--- src/rtl/uart_rx_pkg.sv ---
// Shared definitions for the UART RX frame controller: FSM states, legal prescales, config payload.
package uart_rx_pkg;

    localparam int unsigned PRESCALE_W     = 6;
    localparam int unsigned TIMER_W        = 10;
    localparam int unsigned FRAME_BITS_MAX = 12;

    localparam logic [PRESCALE_W-1:0] PRESCALE_8  = 6'd8;
    localparam logic [PRESCALE_W-1:0] PRESCALE_16 = 6'd16;
    localparam logic [PRESCALE_W-1:0] PRESCALE_32 = 6'd32;

    typedef enum logic [0:0] {
        ST_IDLE  = 1'b0,
        ST_FRAME = 1'b1
    } rx_state_e;

    typedef struct packed {
        logic [PRESCALE_W-1:0] prescale;
        logic                  par_en;
        logic                  par_typ;
    } rx_cfg_t;

    // Only oversampling ratios the RX core supports are accepted.
    function automatic logic prescale_legal(input logic [PRESCALE_W-1:0] p);
        return (p == PRESCALE_8) || (p == PRESCALE_16) || (p == PRESCALE_32);
    endfunction

    // Frame timeout in clocks: one full worst-case frame of bit periods.
    function automatic logic [TIMER_W-1:0] frame_limit(input logic [PRESCALE_W-1:0] p);
        return TIMER_W'(p) * TIMER_W'(FRAME_BITS_MAX);
    endfunction

endpackage

--- src/rtl/uart_rx_frame_ctrl_if.sv ---
// Bus between the RX core / system side and the frame controller.
interface uart_rx_frame_ctrl_if
    import uart_rx_pkg::*;
#(
    parameter int unsigned DATA_WIDTH = 8,
    parameter int unsigned CNT_WIDTH  = 8
);
    logic                  RX_IN;
    logic                  data_Valid;
    logic [DATA_WIDTH-1:0] P_DATA;
    logic                  Parity_Error;
    logic                  Stop_Error;
    logic                  str_glitch;
    logic                  cfg_wr;
    logic [PRESCALE_W-1:0] cfg_prescale;
    logic                  cfg_par_en;
    logic                  cfg_par_typ;
    logic [PRESCALE_W-1:0] prescale;
    logic                  PAR_EN;
    logic                  PAR_TYP;
    logic [DATA_WIDTH-1:0] rd_data;
    logic                  rd_valid;
    logic                  rd_ready;
    logic                  rx_busy;
    logic                  cfg_pending;
    logic                  cfg_err;
    logic [CNT_WIDTH-1:0]  par_err_cnt;
    logic [CNT_WIDTH-1:0]  stp_err_cnt;
    logic [CNT_WIDTH-1:0]  glitch_cnt;
    logic [CNT_WIDTH-1:0]  ovr_cnt;

    modport master (
        output RX_IN, data_Valid, P_DATA, Parity_Error, Stop_Error, str_glitch,
        output cfg_wr, cfg_prescale, cfg_par_en, cfg_par_typ, rd_ready,
        input  prescale, PAR_EN, PAR_TYP, rd_data, rd_valid, rx_busy, cfg_pending, cfg_err,
        input  par_err_cnt, stp_err_cnt, glitch_cnt, ovr_cnt
    );

    modport slave (
        input  RX_IN, data_Valid, P_DATA, Parity_Error, Stop_Error, str_glitch,
        input  cfg_wr, cfg_prescale, cfg_par_en, cfg_par_typ, rd_ready,
        output prescale, PAR_EN, PAR_TYP, rd_data, rd_valid, rx_busy, cfg_pending, cfg_err,
        output par_err_cnt, stp_err_cnt, glitch_cnt, ovr_cnt
    );

endinterface

--- src/rtl/uart_rx_byte_fifo.sv ---
// Small synchronous first-word-fall-through FIFO for received good bytes.
module uart_rx_byte_fifo #(
    parameter int unsigned DATA_WIDTH = 8,
    parameter int unsigned DEPTH      = 4
) (
    input  logic                  clk,
    input  logic                  rst,
    input  logic                  push_i,
    input  logic [DATA_WIDTH-1:0] push_data_i,
    input  logic                  pop_i,
    output logic                  full_o,
    output logic                  valid_o,
    output logic [DATA_WIDTH-1:0] data_o
);
    localparam int unsigned PTR_W = (DEPTH > 1) ? $clog2(DEPTH) : 1;
    localparam int unsigned CNT_W = PTR_W + 1;

    logic [DATA_WIDTH-1:0] mem_q [DEPTH];
    logic [PTR_W-1:0]      wr_ptr_q;
    logic [PTR_W-1:0]      rd_ptr_q;
    logic [CNT_W-1:0]      count_q;
    logic                  push_ok_c;
    logic                  pop_ok_c;

    assign full_o    = (count_q == CNT_W'(DEPTH));
    assign valid_o   = (count_q != '0);
    assign data_o    = mem_q[rd_ptr_q];
    assign pop_ok_c  = pop_i && valid_o;
    // A full FIFO still takes a write when the head leaves in the same cycle.
    assign push_ok_c = push_i && (!full_o || pop_ok_c);

    // Storage, pointers and occupancy.
    always_ff @(posedge clk or posedge rst) begin
        if (rst) begin
            for (int i = 0; i < int'(DEPTH); i++) begin
                mem_q[i] <= '0;
            end
            wr_ptr_q <= '0;
            rd_ptr_q <= '0;
            count_q  <= '0;
        end else begin
            if (push_ok_c) begin
                mem_q[wr_ptr_q] <= push_data_i;
                wr_ptr_q        <= wr_ptr_q + PTR_W'(1);
            end
            if (pop_ok_c) begin
                rd_ptr_q <= rd_ptr_q + PTR_W'(1);
            end
            case ({push_ok_c, pop_ok_c})
                2'b10:   count_q <= count_q + CNT_W'(1);
                2'b01:   count_q <= count_q - CNT_W'(1);
                default: count_q <= count_q;
            endcase
        end
    end

endmodule

--- src/rtl/uart_rx_frame_ctrl.sv ---
// Frame sequencer and config owner for the UART RX core: frame tracking, error counters, byte buffering.
module uart_rx_frame_ctrl
    import uart_rx_pkg::*;
#(
    parameter int unsigned DATA_WIDTH   = 8,
    parameter int unsigned FIFO_DEPTH   = 4,
    parameter int unsigned CNT_WIDTH    = 8,
    parameter int unsigned PRESCALE_RST = 8
) (
    input  logic                  clk_RX,
    input  logic                  rst,
    uart_rx_frame_ctrl_if.slave   bus
);
    rx_state_e             state_q, state_d;
    logic [TIMER_W-1:0]    timer_q, timer_d;
    logic [TIMER_W-1:0]    limit_q;
    logic                  rx_prev_q;
    rx_cfg_t               shadow_q;
    logic                  cfg_pending_q;
    logic                  cfg_err_q;
    logic [PRESCALE_W-1:0] prescale_q;
    logic                  par_en_q;
    logic                  par_typ_q;
    logic [CNT_WIDTH-1:0]  par_cnt_q, stp_cnt_q, glt_cnt_q, ovr_cnt_q;

    logic fall_edge_c, err_any_c, cfg_legal_c;
    logic push_c, apply_c, timeout_c;
    logic inc_par_c, inc_stp_c, inc_glt_c, inc_ovr_c;
    logic fifo_full_c, fifo_valid_c, pop_c, fifo_drop_c;

    assign fall_edge_c = rx_prev_q && !bus.RX_IN;
    assign err_any_c   = bus.Parity_Error || bus.Stop_Error || bus.str_glitch;
    assign cfg_legal_c = bus.cfg_wr && prescale_legal(bus.cfg_prescale);
    assign pop_c       = fifo_valid_c && bus.rd_ready;
    assign fifo_drop_c = push_c && fifo_full_c && !pop_c;
    assign inc_ovr_c   = timeout_c || fifo_drop_c;

    // FSM state register.
    always_ff @(posedge clk_RX or posedge rst) begin
        if (rst) begin
            state_q <= ST_IDLE;
            timer_q <= '0;
        end else begin
            state_q <= state_d;
            timer_q <= timer_d;
        end
    end

    // Next-state: open on start edge, close on good byte, error flag or timeout.
    always_comb begin
        state_d   = state_q;
        timer_d   = timer_q;
        push_c    = 1'b0;
        apply_c   = 1'b0;
        timeout_c = 1'b0;
        inc_par_c = 1'b0;
        inc_stp_c = 1'b0;
        inc_glt_c = 1'b0;
        case (state_q)
            ST_IDLE: begin
                if (fall_edge_c) begin
                    state_d = ST_FRAME;
                    timer_d = '0;
                end else if (cfg_pending_q) begin
                    apply_c = 1'b1;
                end
            end
            ST_FRAME: begin
                timer_d = timer_q + TIMER_W'(1);
                if (err_any_c) begin
                    inc_par_c = bus.Parity_Error;
                    inc_stp_c = bus.Stop_Error;
                    inc_glt_c = bus.str_glitch;
                    state_d   = ST_IDLE;
                end else if (bus.data_Valid) begin
                    push_c  = 1'b1;
                    state_d = ST_IDLE;
                end else if (timer_d == limit_q) begin
                    timeout_c = 1'b1;
                    state_d   = ST_IDLE;
                end
            end
            default: state_d = ST_IDLE;
        endcase
    end

    // Line history, config shadow and applied config.
    always_ff @(posedge clk_RX or posedge rst) begin
        if (rst) begin
            rx_prev_q     <= 1'b1;
            shadow_q      <= '0;
            cfg_pending_q <= 1'b0;
            cfg_err_q     <= 1'b0;
            prescale_q    <= PRESCALE_W'(PRESCALE_RST);
            limit_q       <= TIMER_W'(PRESCALE_RST * FRAME_BITS_MAX);
            par_en_q      <= 1'b0;
            par_typ_q     <= 1'b0;
        end else begin
            rx_prev_q <= bus.RX_IN;
            cfg_err_q <= bus.cfg_wr && !cfg_legal_c;
            if (apply_c) begin
                prescale_q <= shadow_q.prescale;
                limit_q    <= frame_limit(shadow_q.prescale);
                par_en_q   <= shadow_q.par_en;
                par_typ_q  <= shadow_q.par_typ;
            end
            // A new legal write overrides an apply in the same cycle, so it stays pending.
            if (cfg_legal_c) begin
                shadow_q      <= '{prescale: bus.cfg_prescale, par_en: bus.cfg_par_en,
                                   par_typ: bus.cfg_par_typ};
                cfg_pending_q <= 1'b1;
            end else if (apply_c) begin
                cfg_pending_q <= 1'b0;
            end
        end
    end

    // Saturating error counters.
    always_ff @(posedge clk_RX or posedge rst) begin
        if (rst) begin
            par_cnt_q <= '0;
            stp_cnt_q <= '0;
            glt_cnt_q <= '0;
            ovr_cnt_q <= '0;
        end else begin
            if (inc_par_c && (par_cnt_q != '1)) par_cnt_q <= par_cnt_q + CNT_WIDTH'(1);
            if (inc_stp_c && (stp_cnt_q != '1)) stp_cnt_q <= stp_cnt_q + CNT_WIDTH'(1);
            if (inc_glt_c && (glt_cnt_q != '1)) glt_cnt_q <= glt_cnt_q + CNT_WIDTH'(1);
            if (inc_ovr_c && (ovr_cnt_q != '1)) ovr_cnt_q <= ovr_cnt_q + CNT_WIDTH'(1);
        end
    end

    uart_rx_byte_fifo #(
        .DATA_WIDTH (DATA_WIDTH),
        .DEPTH      (FIFO_DEPTH)
    ) u_fifo (
        .clk         (clk_RX),
        .rst         (rst),
        .push_i      (push_c),
        .push_data_i (bus.P_DATA),
        .pop_i       (pop_c),
        .full_o      (fifo_full_c),
        .valid_o     (fifo_valid_c),
        .data_o      (bus.rd_data)
    );

    assign bus.rd_valid    = fifo_valid_c;
    assign bus.prescale    = prescale_q;
    assign bus.PAR_EN      = par_en_q;
    assign bus.PAR_TYP     = par_typ_q;
    assign bus.rx_busy     = (state_q == ST_FRAME);
    assign bus.cfg_pending = cfg_pending_q;
    assign bus.cfg_err     = cfg_err_q;
    assign bus.par_err_cnt = par_cnt_q;
    assign bus.stp_err_cnt = stp_cnt_q;
    assign bus.glitch_cnt  = glt_cnt_q;
    assign bus.ovr_cnt     = ovr_cnt_q;

endmodule

--- src/flat_wrapper.sv ---
// flat-port wrapper written by rule: the top's interface ports become plain ports
module uart_rx_frame_ctrl_flat import uart_rx_pkg::*;
#(
    parameter int unsigned DATA_WIDTH   = 8,
    parameter int unsigned FIFO_DEPTH   = 4,
    parameter int unsigned CNT_WIDTH    = 8,
    parameter int unsigned PRESCALE_RST = 8
)
  (clk_RX, rst, bus_RX_IN, bus_data_Valid, bus_P_DATA, bus_Parity_Error, bus_Stop_Error, bus_str_glitch, bus_cfg_wr, bus_cfg_prescale, bus_cfg_par_en, bus_cfg_par_typ, bus_rd_ready, bus_prescale, bus_PAR_EN, bus_PAR_TYP, bus_rd_data, bus_rd_valid, bus_rx_busy, bus_cfg_pending, bus_cfg_err, bus_par_err_cnt, bus_stp_err_cnt, bus_glitch_cnt, bus_ovr_cnt);
  uart_rx_frame_ctrl_if #(.DATA_WIDTH(DATA_WIDTH), .CNT_WIDTH(CNT_WIDTH)) bus_i ();
  input  logic clk_RX;
  input  logic rst;
  input wire logic [$bits(bus_i.RX_IN)-1:0] bus_RX_IN;
  input wire logic [$bits(bus_i.data_Valid)-1:0] bus_data_Valid;
  input wire logic [$bits(bus_i.P_DATA)-1:0] bus_P_DATA;
  input wire logic [$bits(bus_i.Parity_Error)-1:0] bus_Parity_Error;
  input wire logic [$bits(bus_i.Stop_Error)-1:0] bus_Stop_Error;
  input wire logic [$bits(bus_i.str_glitch)-1:0] bus_str_glitch;
  input wire logic [$bits(bus_i.cfg_wr)-1:0] bus_cfg_wr;
  input wire logic [$bits(bus_i.cfg_prescale)-1:0] bus_cfg_prescale;
  input wire logic [$bits(bus_i.cfg_par_en)-1:0] bus_cfg_par_en;
  input wire logic [$bits(bus_i.cfg_par_typ)-1:0] bus_cfg_par_typ;
  input wire logic [$bits(bus_i.rd_ready)-1:0] bus_rd_ready;
  output wire logic [$bits(bus_i.prescale)-1:0] bus_prescale;
  output wire logic [$bits(bus_i.PAR_EN)-1:0] bus_PAR_EN;
  output wire logic [$bits(bus_i.PAR_TYP)-1:0] bus_PAR_TYP;
  output wire logic [$bits(bus_i.rd_data)-1:0] bus_rd_data;
  output wire logic [$bits(bus_i.rd_valid)-1:0] bus_rd_valid;
  output wire logic [$bits(bus_i.rx_busy)-1:0] bus_rx_busy;
  output wire logic [$bits(bus_i.cfg_pending)-1:0] bus_cfg_pending;
  output wire logic [$bits(bus_i.cfg_err)-1:0] bus_cfg_err;
  output wire logic [$bits(bus_i.par_err_cnt)-1:0] bus_par_err_cnt;
  output wire logic [$bits(bus_i.stp_err_cnt)-1:0] bus_stp_err_cnt;
  output wire logic [$bits(bus_i.glitch_cnt)-1:0] bus_glitch_cnt;
  output wire logic [$bits(bus_i.ovr_cnt)-1:0] bus_ovr_cnt;
  assign bus_i.RX_IN = bus_RX_IN;
  assign bus_i.data_Valid = bus_data_Valid;
  assign bus_i.P_DATA = bus_P_DATA;
  assign bus_i.Parity_Error = bus_Parity_Error;
  assign bus_i.Stop_Error = bus_Stop_Error;
  assign bus_i.str_glitch = bus_str_glitch;
  assign bus_i.cfg_wr = bus_cfg_wr;
  assign bus_i.cfg_prescale = bus_cfg_prescale;
  assign bus_i.cfg_par_en = bus_cfg_par_en;
  assign bus_i.cfg_par_typ = bus_cfg_par_typ;
  assign bus_i.rd_ready = bus_rd_ready;
  assign bus_prescale = bus_i.prescale;
  assign bus_PAR_EN = bus_i.PAR_EN;
  assign bus_PAR_TYP = bus_i.PAR_TYP;
  assign bus_rd_data = bus_i.rd_data;
  assign bus_rd_valid = bus_i.rd_valid;
  assign bus_rx_busy = bus_i.rx_busy;
  assign bus_cfg_pending = bus_i.cfg_pending;
  assign bus_cfg_err = bus_i.cfg_err;
  assign bus_par_err_cnt = bus_i.par_err_cnt;
  assign bus_stp_err_cnt = bus_i.stp_err_cnt;
  assign bus_glitch_cnt = bus_i.glitch_cnt;
  assign bus_ovr_cnt = bus_i.ovr_cnt;
  uart_rx_frame_ctrl #(.DATA_WIDTH(DATA_WIDTH), .FIFO_DEPTH(FIFO_DEPTH), .CNT_WIDTH(CNT_WIDTH), .PRESCALE_RST(PRESCALE_RST)) u_core (.clk_RX(clk_RX), .rst(rst), .bus(bus_i));
endmodule
--- config.mk ---
export PLATFORM = sky130hd
export DESIGN_NAME = uart_rx_frame_ctrl_flat
export DESIGN_NICKNAME = d
export VERILOG_FILES = /design/src/rtl/uart_rx_pkg.sv /design/src/rtl/uart_rx_frame_ctrl_if.sv /design/src/rtl/uart_rx_byte_fifo.sv /design/src/rtl/uart_rx_frame_ctrl.sv /design/src/flat_wrapper.sv
export SDC_FILE = /design/constraint.sdc
export NUM_CORES = 1
export LEC_CHECK = 0
export BUFFER_PORTS_ARGS = -buffer_cell sky130_fd_sc_hd__buf_4
export CORE_AREA = 5 5 114 116
export DETAILED_ROUTE_END_ITERATION = 8
export DIE_AREA = 0 0 119 121
export HOLD_SLACK_MARGIN = 0.12
export PLACE_DENSITY_LB_ADDON = 0.05
export SLEW_MARGIN = 20
export SYNTH_ARGS = -nofsm -noshare
export SYNTH_HDL_FRONTEND = slang
export SYNTH_SLANG_ARGS = --single-unit
--- constraint.sdc ---
create_clock -name clk_RX -period 3.9 [get_ports clk_RX]
set_input_delay 0.195 -clock clk_RX [delete_from_list [all_inputs] [get_ports clk_RX]]
set_output_delay 0.195 -clock clk_RX [all_outputs]
set_load 0.02 [all_outputs]
==> metrics, run 1 <==
outcome complete, no violations; CP endpoint kind flop; Vias/cell 5.13; 1st-iter DRT viols 245; Clock Power Share 0.268; Die Span Y 121 um; fraction of layout cells with a size suffix above 1 0.311; Cell Chain, Critical Path ha_1, and2_1, or4_1, a31oi_1, a311oi_2, o31ai_4, and2_1, mux2_4; worst vdd ir 0.000355 V; Largest delay share family, worst path simple AND/OR/NAND/NOR gates; Layout Nets 567; WHS Endpoint u_core.bus.cfg_err$_DFF_PP0_; Net Switching 1.07 mW; met1 Use GR 0.198; die width 119 um; kind of critical path flop to flop; Syn Nets 472; worst hold path class input pin to flop; Max Clock Freq 360 MHz; clk buf depth 2; DP Wirelength 7350 um; TNS Setup 0 ps; Max stage delay on crit path 450 ps; CP max stage cell dfrtp_1; Area growth syn-to-layout 22.5%; internal cell power 2.30 mW; r2r worst-path depth 8; Hold Path Origin bus_cfg_prescale[0]; asr flop ratio synth 1.00; CTS tree built; Final Slew Violations 0; gpl congestion 0.759; setup violators final 0; Util after Layout 0.542; die area 14,400 um^2; vias in the first global route 3,610; initial core utilization 0.442; via count 3,463; Post-Syn Area 5220 um^2; core area 11,800 um^2; measured slew at the worst slew-check pin 959 ps; final cell count without fillers 675; # resized after CTS 0; max cap viols 0; post-layout min period 2780 ps; First-pass DRT Iterations 4; gr usage total 0.157; drt total wl 10,400 um; sequential share of power 0.465; syn avg cell area 12.2 um^2; Synth Flop Type dfrtp_1; Most common cell on crit path and2_1; Worst-path clk slew 70 ps; RSZ-0062 raised after global routing no; first-pass GRT wire length 18,100 um; Syn. warnings 0; Detail Route Antenna Nets 0; Clock Skew 5.48 ps; Num CTS Buffers 9; combinational cell fraction of total power 0.266; pin count of the biggest net entering global routing 47; Placed Cells 643; pwr dens 527 nW/um^2; Final Hold Fails 0; IO Count 77; final period utilization 0.713; Synth Register Bits 108; WP data arrival 3010 ps; worst r2r src u_core.timer_q[0]$_DFFE_PP0P_; Ant. Diodes 0; Max-slew headroom 0.360; WHS Path Cells 4; post-synthesis cell type count 52; Clk Latency, worst-skew pair 350 ps; I/O Buffers 76; Root Buffer clkbuf_16; Critical Path Start Type flop; Fillers 1,035; Post-Syn Instances 428; DR DRC count 0; # clock sinks 108; sequential-to-total area share from yosys stat 0.518; CP max FO 9; critical path data required time 4130 ps; met3 Track Usage GR 0.0569; hold buffers post-CTS 16; initial antenna violation count 0; H-tree levels 3; FF-to-FF End u_core.bus.ovr_cnt[1]$_DFFE_PP0P_; met2 GRT Util 0.260; grt peak-use layer met2; Post-synth EDFFs 0; Net Sw Frac 0.317; Leak 3.06 nW; post-CTS setup buffer count 0; CP bufs+invs 0; R2R Setup Slk 1120 ps; total grt overflow 0; Cell Rows 40; DR WL/cell 15.5 um
[worst max path at each step]
stage / startpoint / to / slack (ps) / cells after the start
after floorplan: rst / u_core.bus.PAR_EN$_DFFE_PP0P_ / 870 / 1
after global placement: u_core.timer_q[0]$_DFFE_PP0P_ / u_core.bus.ovr_cnt[1]$_DFFE_PP0P_ / 1210 / 8
after detailed placement: u_core.timer_q[0]$_DFFE_PP0P_ / u_core.bus.ovr_cnt[1]$_DFFE_PP0P_ / 1130 / 8
after CTS: u_core.timer_q[0]$_DFFE_PP0P_ / u_core.bus.ovr_cnt[1]$_DFFE_PP0P_ / 1120 / 8
after global routing: u_core.timer_q[0]$_DFFE_PP0P_ / u_core.bus.ovr_cnt[1]$_DFFE_PP0P_ / 990 / 8
final: u_core.timer_q[0]$_DFFE_PP0P_ / u_core.bus.ovr_cnt[1]$_DFFE_PP0P_ / 1120 / 8
[layer usage]
metal  vias up  routed length [um]
li1       1703                   -
met1      1687                4710
met2        67                5030
met3         6                 617
met4         0                  76
met5         -                   0
[worst register-to-register path, stage by stage, from the launching register on]
cell      delay, ps
dfrtp_1         450
ha_1            290
and2_1          210
or4_1           410
a31oi_1         180
a311oi_2         80
o31ai_4         430
and2_1          310
mux2_4          320
[area by class of cell]
class / instances / area, um^2 / share of cell area
Sequential cell: 108 / 2710 / 0.423
Clock inverter: 6 / 63.8 / 0.00997
Inverter: 16 / 62.6 / 0.00978
Tap cell: 147 / 184 / 0.0287
Multi-Input combinational cell: 292 / 2390 / 0.374
Timing Repair Buffer: 96 / 761 / 0.119
Clock buffer: 10 / 229 / 0.0358
[cell usage after synthesis (all sizes together) (2+ instances only)]
cell type | instances | area (um^2)
ha | 17 | 213
a31oi | 7 | 43.8
o21ai | 23 | 115
mux2 | 48 | 544
nor2 | 13 | 48.8
nand2 | 40 | 150
nand3b | 2 | 15.0
or4 | 2 | 18.8
nand4 | 7 | 58.8
o31ai | 2 | 28.8
and2 | 7 | 43.8
clkbuf | 6 | 22.5
fa | 2 | 40.0
nor4b | 2 | 17.5
mux2i | 5 | 50.1
nor2b | 7 | 43.8
buf | 6 | 42.5
and3 | 11 | 68.8
a21oi | 10 | 50.1
dfrtp | 104 | 2600
o211ai | 2 | 15.0
dfstp | 4 | 105
nand2b | 2 | 12.5
mux4 | 8 | 180
xor2 | 19 | 166
xnor2 | 25 | 219
inv | 16 | 60.1
nand3 | 15 | 87.6
[placed cells by master (no fill, tap or decap), drive strengths merged, types with 16 or more instances in the layout]
master and count:
buf 80, xnor2 25, ha 17, dfrtp 104, xor2 19, inv 17, dlygate4sd3 16, o21ai 23
nand2 40, mux2 48
[power by group through the flow]
stage | Clock [mW] | Sequential, mW | Combinational (mW)
after floorplan | 0 | 1.61 | 0.544
after global placement | 0 | 1.59 | 0.884
after detailed placement | 0 | 1.60 | 0.901
after CTS | 0.946 | 1.58 | 0.915
after global routing | 0.994 | 1.61 | 0.996
final | 0.905 | 1.57 | 0.897
[flip-flops by register name (all words and copies together) (netlist names)]
| name | flops |
|---|---|
| u_core.bus.PAR_EN | 1 |
| u_core.bus.stp_err_cnt | 8 |
| u_core.bus.rx_busy | 1 |
| u_core.bus.ovr_cnt | 8 |
| u_core.bus.prescale | 6 |
| u_core.limit_q | 7 |
| u_core.rx_prev_q | 1 |
| u_core.u_fifo.wr_ptr_q | 2 |
| u_core.bus.cfg_pending | 1 |
| u_core.bus.par_err_cnt | 8 |
| u_core.u_fifo.rd_ptr_q | 2 |
| u_core.u_fifo.count_q | 3 |
| u_core.shadow_q | 8 |
| u_core.bus.cfg_err | 1 |
| u_core.u_fifo.mem_q | 32 |
| u_core.bus.PAR_TYP | 1 |
| u_core.timer_q | 10 |
| u_core.bus.glitch_cnt | 8 |
[stage by stage]
step / hold slack (ps) / setup WS, ps / area [um^2] / power [mW]
2_1_floorplan: 199 / 866 / 5220 / 2.15
3_3_place_gp: 171 / 1210 / 5950 / 2.47
3_5_place_dp: 176 / 1130 / 5950 / 2.50
4_1_cts: 170 / 1120 / 6400 / 3.44
5_1_grt: 203 / 985 / 6400 / 3.60
6_report: 195 / 1120 / 6400 / 3.37
[cells by family (layout without fill, tap and decap cells)]
| kind of cell | Yosys count | in the layout | synth area share |
|---|---|---|---|
| and+or+nand+nor | 113 | 113 | 0.116 |
| DFF | 108 | 108 | 0.518 |
| muxes | 61 | 61 | 0.148 |
| AOI/OAI and AO/OA | 54 | 54 | 0.0666 |
| xor gates and xnor gates | 45 | 45 | 0.0781 |
| buffers and inverters | 28 | 128 | 0.0240 |
| adders and majority gates | 19 | 19 | 0.0484 |
(Power assumes the default switching activity.)
==> run 2, diff against run 1 <==
==> constraint.sdc (replaced) <==
create_clock -name clk_RX -period 2.55 [get_ports clk_RX]
set_input_delay 0.1275 -clock clk_RX [delete_from_list [all_inputs] [get_ports clk_RX]]
set_output_delay 0.1275 -clock clk_RX [all_outputs]
set_load 0.02 [all_outputs]
==> run 2 against run 1 <==
Compared with the run above: routed wire length down 1.2%; hold slack worse by 38 ps; sequential share of layout area down 0.68 points; clock skew about the same; maximum frequency up 17%; combinational power up 55%; core utilization up 0.89 points; global-route usage down 0.36 points; worst setup slack worse by 950 ps; design area up 1.6%; cell count up 1.3%; critical path depth down 1; largest cell class unchanged; highest routed layer unchanged.
==> metrics, run 2 (synthesized netlist as in run 1, its figures left out) <==
Ant. Diodes 0; kind of critical path flop to flop; initial antenna violation count 0; DR DRC count 0; Placed Area 6020 um^2; IO Count 77; vias in the first global route 3,579; first-pass GRT wire length 17,700 um; Placed Cells 651; most frequent cells in the layout dfrtp_1 (104), buf_4 (87), mux2_2 (47); die width 119 um; worst setup path end u_core.bus.ovr_cnt[1]$_DFFE_PP0P_; CP endpoint kind flop; CP max FO 7; DR WL/cell 15.1 um; CTS tree built; Placement Setup Slack 174 ps; pin count of the biggest net entering global routing 48; Leak 3.12 nW; WP depth 7; Max-slew headroom 0.514; Clock Skew 5.97 ps; worst hold path class input pin to flop; largest registers u_core.u_fifo.mem_q x32, u_core.timer_q x10; fraction of layout cells with a size suffix above 1 0.320; via count 3,494; # clock sinks 108; Worst-path clk slew 70 ps; r2r worst-path depth 7; DP Wirelength 7390 um; final period utilization 0.934; Cell Rows 40; Tot Pwr 5.23 mW; First-pass DRT Iterations 6; max cap viols 0; initial core utilization 0.442; CP max stage cell or4_4; Vias/cell 5.11; Final Hold Fails 0; Clock Power Share 0.275; leading cell type in the layout, fill and taps excluded dfrtp_1; CP bufs+invs 0; Layout Nets 576; post-route design area 6500 um^2; Largest register FFs 32; Critical path origin u_core.timer_q[5]$_DFFE_PP0P_; I/O Buffers 76; Detail Route Antenna Nets 0; TNS Setup 0 ps; setup violators final 0; drt total wl 10,300 um; Area growth syn-to-layout 24.5%; critical path data required time 2780 ps; WP data arrival 2610 ps; final cell count without fillers 684; combinational cell fraction of total power 0.266; # resized after CTS 0; RSZ-0062 raised after global routing no; Final Slew Violations 0; gpl congestion 0.833; post-layout min period 2380 ps; internal cell power 3.61 mW; total grt overflow 0; FF-to-FF End u_core.bus.ovr_cnt[1]$_DFFE_PP0P_; core area 11,800 um^2; Clk Latency, worst-skew pair 340 ps; worst vdd ir 0.000522 V; outcome complete, no violations; Critical Path Start Type flop; clk buf depth 2; Die Span Y 121 um; largest reg by FF count u_core.u_fifo.mem_q; 1st-iter DRT viols 171; measured slew at the worst slew-check pin 728 ps; Num CTS Buffers 9; H-tree levels 3; Max Clock Freq 420 MHz; Max stage delay on crit path 540 ps; Largest delay share family, worst path simple AND/OR/NAND/NOR gates; R2R Setup Slk 170 ps; Net Switching 1.62 mW; worst r2r src u_core.timer_q[5]$_DFFE_PP0P_; pwr dens 804 nW/um^2; Root Buffer clkbuf_16; Net Sw Frac 0.310; gr usage total 0.153; sequential share of power 0.459; Cell Chain, Critical Path nand4_4, or4_4, a22oi_2, nand4b_2, o31ai_4, and2_1, mux2_4; die area 14,400 um^2; final worst slack 167 ps
[run 2: layout make-up]
class                   count  area, um^2
clock buffers              13         270
clock inverters             3        43.8
fillers                  1023        5310
inverters                  16        63.8
multi-input cells         292        2390
flip-flops and latches    108        2710
well taps                 147         184
repair buffers            105         843
[run 2: metrics by stage]
stage                     hold slack (ps)  utilization
after floorplan                       132            -
after global placement                274        0.510
after detailed placement              277        0.510
after CTS                             147        0.551
after global routing                  185        0.551
final                                 157        0.551
[run 2: worst min-delay path by stage]
stage | startpoint | end | slack [ps] | cells past startpoint
final | bus_rd_ready | u_core.u_fifo.rd_ptr_q[0]$_DFFE_PP0P_ | 160 | 3
after global routing | bus_rd_ready | u_core.u_fifo.rd_ptr_q[0]$_DFFE_PP0P_ | 190 | 3
after CTS | bus_rd_ready | u_core.u_fifo.rd_ptr_q[0]$_DFFE_PP0P_ | 150 | 3
after detailed placement | bus_RX_IN | u_core.rx_prev_q$_DFF_PP1_ | 280 | 1
after global placement | bus_RX_IN | u_core.rx_prev_q$_DFF_PP1_ | 270 | 1
after floorplan | bus_RX_IN | u_core.rx_prev_q$_DFF_PP1_ | 130 | 0
[run 2: power groups by stage]
stage / registers (mW) / clock network (mW) / logic [mW]
after floorplan: 2.46 / 0 / 0.833
after global placement: 2.43 / 0 / 1.37
final: 2.40 / 1.44 / 1.39
after CTS: 2.41 / 1.50 / 1.42
after detailed placement: 2.44 / 0 / 1.39
after global routing: 2.46 / 1.56 / 1.53
[run 2: what timing repair did]
item | 4_1_cts | 5_1_grt
hold buffers | 17 | 0
endpoints found under the hold margin | 71 | 0
setup buffers | 0 | 0
[run 2: routing by layer]
metal	track usage	routed length, um
met5	0	0
met4	0.0384	149
met3	0.0536	523
met2	0.247	4950
met1	0.198	4680
[run 2: worst min-delay path, stage by stage]
cell    delay (ps)
buf_4           90
and2_1         170
xor2_1          80
